<file path="config.mk">
export PLATFORM = sky130hd
export DESIGN_NAME = multiword_sbc_flat
export DESIGN_NICKNAME = d
export VERILOG_FILES = /design/src/rtl/multiword_sbc_if.sv /design/src/rtl/multiword_sbc.sv /design/src/flat_wrapper.sv
export SDC_FILE = /design/constraint.sdc
export NUM_CORES = 1
export LEC_CHECK = 0
export ABC_CLOCK_PERIOD_IN_PS = 2800
export CAP_MARGIN = 30
export CORE_MARGIN = 4
export CORE_UTILIZATION = 53
export DETAILED_ROUTE_END_ITERATION = 8
export HOLD_SLACK_MARGIN = 0.03
export PLACE_DENSITY = 0.85
export SYNTH_ARGS = -nofsm -noshare
export SYNTH_HDL_FRONTEND = slang
export SYNTH_SLANG_ARGS = --single-unit
export TNS_END_PERCENT = 10
</file>
<file path="constraint.sdc">
create_clock -name CLK -period 2.8 [get_ports CLK]
set_input_delay 0.7 -clock CLK [delete_from_list [all_inputs] [get_ports CLK]]
set_output_delay 0.7 -clock CLK [all_outputs]
set_load 0.005 [all_outputs]
</file>
<file path="src/rtl/multiword_sbc_if.sv">
// Valid/ready operand and result bundle for the multi-cycle subtract-with-borrow unit.
// Adds the OV signal when SBC_OVERFLOW_EN is defined.
interface multiword_sbc_if #(
  parameter int WIDTH = 32
);
  logic             in_valid;
  logic             in_ready;
  logic [WIDTH-1:0] I0;
  logic [WIDTH-1:0] I1;
  logic             BIN;
  logic             out_valid;
  logic             out_ready;
  logic [WIDTH-1:0] O;
  logic             BOUT;
  logic             busy;
`ifdef SBC_OVERFLOW_EN
  logic             OV;
`endif

  // The producer/consumer side drives operands and out_ready.
  modport master (
    output in_valid, I0, I1, BIN, out_ready,
`ifdef SBC_OVERFLOW_EN
    input  OV,
`endif
    input  in_ready, out_valid, O, BOUT, busy
  );

  modport slave (
    input  in_valid, I0, I1, BIN, out_ready,
`ifdef SBC_OVERFLOW_EN
    output OV,
`endif
    output in_ready, out_valid, O, BOUT, busy
  );
endinterface

</file>
<file path="src/rtl/multiword_sbc.sv">
// Multi-cycle unsigned subtract-with-borrow, SLICE bits per clock, LSB slice first.
// Optional signed-overflow output enabled by defining SBC_OVERFLOW_EN.
module multiword_sbc #(
  parameter int WIDTH = 32,
  parameter int SLICE = 8
) (
  input  logic          CLK,
  input  logic          ASYNCRESETN,
  multiword_sbc_if.slave sbc
);

  localparam int SAFE_SLICE = (SLICE < 1) ? 1 : SLICE;
  localparam int NSLICE     = WIDTH / SAFE_SLICE;
  localparam int CW         = (NSLICE > 1) ? $clog2(NSLICE) : 1;
  localparam logic [CW-1:0] LAST_IDX = CW'(NSLICE - 1);

  if (SLICE < 1 || (WIDTH % SAFE_SLICE) != 0) begin : g_badParam
    $fatal(1, "multiword_sbc: WIDTH must be a positive multiple of SLICE");
  end
  if ($bits(sbc.I0) != WIDTH) begin : g_badIfWidth
    $fatal(1, "multiword_sbc: interface WIDTH differs from module WIDTH");
  end

  typedef enum logic [1:0] {
    IDLE = 2'd0,
    RUN  = 2'd1,
    DONE = 2'd2
  } state_t;

  state_t           state_q;
  logic [WIDTH-1:0] opA_q;
  logic [WIDTH-1:0] opB_q;
  logic [WIDTH-1:0] result_q;
  logic             borrow_q;
  logic [CW-1:0]    sliceIdx_q;
  logic             bout_q;
  logic             inReady_q;
  logic             outValid_q;
  logic             busy_q;
`ifdef SBC_OVERFLOW_EN
  logic             ov_q;
`endif

  // Operands shift right each RUN cycle, so the active slice is always the low SLICE bits.
  logic [SLICE:0]         diff_d;
  logic [WIDTH+SLICE-1:0] resultCat_d;

  always_comb begin
    diff_d      = {1'b0, opA_q[SLICE-1:0]} - {1'b0, opB_q[SLICE-1:0]}
                  - {{SLICE{1'b0}}, borrow_q};
    resultCat_d = {diff_d[SLICE-1:0], result_q};
  end

  always_ff @(posedge CLK or negedge ASYNCRESETN) begin
    if (!ASYNCRESETN) begin
      state_q    <= IDLE;
      opA_q      <= '0;
      opB_q      <= '0;
      result_q   <= '0;
      borrow_q   <= 1'b0;
      sliceIdx_q <= '0;
      bout_q     <= 1'b0;
      inReady_q  <= 1'b1;
      outValid_q <= 1'b0;
      busy_q     <= 1'b0;
`ifdef SBC_OVERFLOW_EN
      ov_q       <= 1'b0;
`endif
    end else begin
      case (state_q)
        IDLE: begin
          if (sbc.in_valid && inReady_q) begin
            opA_q      <= sbc.I0;
            opB_q      <= sbc.I1;
            borrow_q   <= sbc.BIN;
            sliceIdx_q <= '0;
            inReady_q  <= 1'b0;
            busy_q     <= 1'b1;
            state_q    <= RUN;
          end
        end
        RUN: begin
          // Result slices enter from the top, so after NSLICE shifts slice 0 sits at the LSB.
          result_q   <= resultCat_d[WIDTH+SLICE-1:SLICE];
          opA_q      <= opA_q >> SLICE;
          opB_q      <= opB_q >> SLICE;
          borrow_q   <= diff_d[SLICE];
          sliceIdx_q <= sliceIdx_q + 1'b1;
          if (sliceIdx_q == LAST_IDX) begin
            bout_q     <= diff_d[SLICE];
`ifdef SBC_OVERFLOW_EN
            ov_q       <= (opA_q[SLICE-1] != opB_q[SLICE-1]) &&
                          (diff_d[SLICE-1] != opA_q[SLICE-1]);
`endif
            outValid_q <= 1'b1;
            state_q    <= DONE;
          end
        end
        DONE: begin
          if (outValid_q && sbc.out_ready) begin
            outValid_q <= 1'b0;
            inReady_q  <= 1'b1;
            busy_q     <= 1'b0;
            state_q    <= IDLE;
          end
        end
        default: begin
          state_q    <= IDLE;
          inReady_q  <= 1'b1;
          outValid_q <= 1'b0;
          busy_q     <= 1'b0;
        end
      endcase
    end
  end

  assign sbc.in_ready  = inReady_q;
  assign sbc.out_valid = outValid_q;
  assign sbc.O         = result_q;
  assign sbc.BOUT      = bout_q;
  assign sbc.busy      = busy_q;
`ifdef SBC_OVERFLOW_EN
  assign sbc.OV        = ov_q;
`endif

endmodule
</file>
<file path="src/flat_wrapper.sv">
// flat-port wrapper written by rule: the top's interface ports become plain ports
module multiword_sbc_flat 
#(
  parameter int WIDTH = 32,
  parameter int SLICE = 8
)
  (CLK, ASYNCRESETN, sbc_in_valid, sbc_I0, sbc_I1, sbc_BIN, sbc_out_ready, sbc_in_ready, sbc_out_valid, sbc_O, sbc_BOUT, sbc_busy);
  multiword_sbc_if #(.WIDTH(WIDTH)) sbc_i ();
  input  logic CLK;
  input  logic ASYNCRESETN;
  input wire logic [$bits(sbc_i.in_valid)-1:0] sbc_in_valid;
  input wire logic [$bits(sbc_i.I0)-1:0] sbc_I0;
  input wire logic [$bits(sbc_i.I1)-1:0] sbc_I1;
  input wire logic [$bits(sbc_i.BIN)-1:0] sbc_BIN;
  input wire logic [$bits(sbc_i.out_ready)-1:0] sbc_out_ready;
  output wire logic [$bits(sbc_i.in_ready)-1:0] sbc_in_ready;
  output wire logic [$bits(sbc_i.out_valid)-1:0] sbc_out_valid;
  output wire logic [$bits(sbc_i.O)-1:0] sbc_O;
  output wire logic [$bits(sbc_i.BOUT)-1:0] sbc_BOUT;
  output wire logic [$bits(sbc_i.busy)-1:0] sbc_busy;
  assign sbc_i.in_valid = sbc_in_valid;
  assign sbc_i.I0 = sbc_I0;
  assign sbc_i.I1 = sbc_I1;
  assign sbc_i.BIN = sbc_BIN;
  assign sbc_i.out_ready = sbc_out_ready;
  assign sbc_in_ready = sbc_i.in_ready;
  assign sbc_out_valid = sbc_i.out_valid;
  assign sbc_O = sbc_i.O;
  assign sbc_BOUT = sbc_i.BOUT;
  assign sbc_busy = sbc_i.busy;
  multiword_sbc #(.WIDTH(WIDTH), .SLICE(SLICE)) u_core (.CLK(CLK), .ASYNCRESETN(ASYNCRESETN), .sbc(sbc_i));
endmodule
</file>
==> run summary <==
outcome - finished, final reports clean
Syn Nets - 639
Sw Pwr - 2935 uW
Post-Syn Area - 5584 um2
worst path arrival time - 2.61 ns
register share of total power - 37.8%
RSZ-0062 raised after global routing - no
VDD IR-drop max - 0.5557 mV
Comb power frac - 50.1%
Unique masters post-synth - 36
yosys warns - 0
CTS tree - built
first-pass GRT wire length - 21.44 mm
CP Data Required Time - 3.06 ns
crit end category - flop
Placer Congestion - 0.8125
CP max FO - 3
share of cells above drive strength 1 - 16.51%
DR vias - 4343
Final min period - 2.351 ns
hold_buf cts - 0
Seq cells post-synth - 105
Adder-Cell Fraction of Synth Area - 3.630%
post-synthesis simple-gate area fraction - 17.63%
Area growth syn-to-layout - 22.43%
die height - 110.6 um
# DRC - 0
Synth Area in Compound Gates - 17.23%
largest family of logic cells by synthesized area - simple AND/OR/NAND/NOR gates
startpoint types - flop
multi-input combinational cell area - 2599 um2
final hold vios - 0
pin count of the biggest net entering global routing - 63
fmax - 425.4 MHz
Placement Cell Area - 6646 um2
Final #Nets - 727
IO Pins - 105
Avg WL per Cell - 16.08 um
post-route cell area - 6837 um2
setup TNS after final layout - 0 ns
Layout Skew - 0.01683 ns
Worst-path clk slew - 0.10 ns
mux cell area share after synthesis - 7.170%
PD cells - 1103 nW/um2
initial antenna violation count - 0
R2R cell count - 7
clk buf depth - 2
DIE WIDTH - 110.6 um
# setup viols final - 0
Fin Hold WS - 0.1448 ns
Power Internal - 4602 uW
Register Area - 2634 um2
clock power share - 12.0%
Leak - 0.002957 uW
syn avg cell area - 10.06 um2
Seq/Total Area, Yosys - 47.08%
WS Path Type - flop to flop
Worst-Margin Slew - 0.7497 ns
DRT iter0 DRCs - 288
total grt overflow - 0
Core ar. - 10280 um2
ANT cells - 0
Pre-antenna DRT Iters - 4
RR Endpoint - u_core.borrow_q$_DFFE_PN0P_
Num CTS Buffers - 9
filler instances - 817
post-synthesis cell count - 555
XOR/XNOR Fraction of Synth Area - 0.7842%
via-per-instance ratio - 5.540
DRT Wirelength - 12.60 mm
All-Layer GR Usage - 21.07%
Clock Latency Late Sink - 0.37 ns
r2r setup slk - 0.45 ns
IO buf count - 104
r2r startpoint - u_core.borrow_q$_DFFE_PN0P_
initial core utilization - 54.33%
post-CTS setup buffers - 0
Detail Placement HPWL - 8.844 mm
die footprint - 12240 um2
Clock Sink Count - 105
Max-slew headroom - 50.02%
Max Cap Viol - 0
CTS resizes - 0
H-tree levels - 3
Min-Delay Path Class - input pin to asynchronous set/reset pin
row count - 37
final max-slew violation count - 0
CTS root buf - clkbuf_8
worst setup path start - u_core.borrow_q$_DFFE_PN0P_
ANT nets after route - 0
Sw Ratio - 38.94%
number of global-route vias before repair - 4434
final period utilization - 83.96%
[logic make-up after synthesis]
| family | Yosys count |
|---|---|
| and+or+nand+nor | 200 |
| muxes | 40 |
| xor gates and xnor gates | 5 |
| buffers and inverters | 62 |
| adders and majority gates | 15 |
| DFF | 105 |
| AOI/OAI and AO/OA | 128 |
[state kept, by name, summed over array words and instances, names as in the netlist]
register,count
u_core.sbc.in_ready,1
u_core.sbc.BOUT,1
u_core.sbc.O,32
u_core.sbc.busy,1
u_core.sbc.out_valid,1
u_core.opB_q,32
u_core.state_q,2
u_core.borrow_q,1
u_core.sliceIdx_q,2
u_core.opA_q,32
[how the worst max path moves through the flow]
stage | to | slack (ns) | cells past startpoint
global route | u_core.sbc.BOUT$_DFFE_PN0P_ | 0.36 | 7
detailed placement | u_core.opA_q[3]$_DFFE_PN0P_ | 0.37 | 6
CTS | u_core.borrow_q$_DFFE_PN0P_ | 0.44 | 7
global placement | u_core.opA_q[2]$_DFFE_PN0P_ | 0.44 | 6
finish | u_core.borrow_q$_DFFE_PN0P_ | 0.45 | 7
floorplan | u_core.sbc.O[31]$_DFFE_PN0P_ | 0.78 | 8
[worst max-delay path, cell delays in order (launching register included)]
cell and delay, ns:
dfrtp_1 0.36, inv_1 0.06, fa_1 0.47, fa_1 0.42
o31ai_1 0.36, a31oi_1 0.15, xor2_1 0.29, a21oi_1 0.11
[per-layer routing]
| metal | vias up | wire length, um | global-route usage, % |
|---|---|---|---|
| met5 | - | 0 | 0 |
| met4 | 0 | 245 | 6.486 |
| met3 | 21 | 625 | 4.438 |
| met2 | 126 | 5948 | 33.90 |
| met1 | 2131 | 5784 | 28.69 |
| li1 | 2065 | - | - |
[cells in the final DEF (no fill, tap or decap), types with 12 or more instances in the layout]
master,instances
inv_1,22
and2_4,34
buf_4,12
dfrtp_1,102
ha_1,13
clkdlybuf4s50_1,103
a211oi_2,34
nand2_1,130
a21oi_1,56
mux2i_1,40
[metrics by stage]
step / instances / util (%) / setup WS [ns] / total power [uW]
6_report: 784 / 66.52 / 0.4492 / 7537
5_1_grt: 784 / 66.52 / 0.3557 / 8174
4_1_cts: 784 / 66.52 / 0.4418 / 7574
3_5_place_dp: 768 / 64.67 / 0.3685 / 6639
3_3_place_gp: 768 / 64.67 / 0.4435 / 6421
2_1_floorplan: 555 / - / 0.7834 / 5484
[cell type report]
cell class                 count  share of cell area (%)
multi-input combinational    388                   38.01
tap                          136                   2.489
timing repair buffer         117                   16.98
clock buffer                  11                   2.214
sequential                   105                   38.52
clock inverter                 5                  0.5673
inverter                      22                   1.208
[power groups by stage]
| stage | clock (uW) | sequential, uW | combinational (uW) |
|---|---|---|---|
| 5_1_grt | 992 | 2940 | 4240 |
| 2_1_floorplan | 0 | 2640 | 2840 |
| 3_5_place_dp | 0 | 2860 | 3780 |
| 4_1_cts | 922 | 2840 | 3810 |
| 3_3_place_gp | 0 | 2820 | 3600 |
| 6_report | 907 | 2850 | 3780 |
[synthesized netlist by cell type, drive strengths merged]
master,number,share of area (%)
nand2,130,8.7
dfrtp,104,47
a21oi,56,5.0
and2,40,6.0
mux2i,40,7.2
a211oi,39,8.3
buf,36,4.7
inv,22,1.5
ha,13,2.9
nand3,11,0.99
a31oi,10,1.1
o21ai,10,0.90
nor2,9,0.78
o22ai,9,1.0
clkbuf,4,0.27
nand2b,3,0.34
xor2,3,0.47
and3,2,0.22
fa,2,0.72
o311ai,2,0.58
xnor2,2,0.31
dfstp,1,0.47
nand3b,1,0.13
nor2b,1,0.11
nor3,1,0.090
o211a,1,0.18
o31ai,1,0.13
or2,1,0.11
or3,1,0.11
Note: power is estimated with default switching activity, not from simulation.
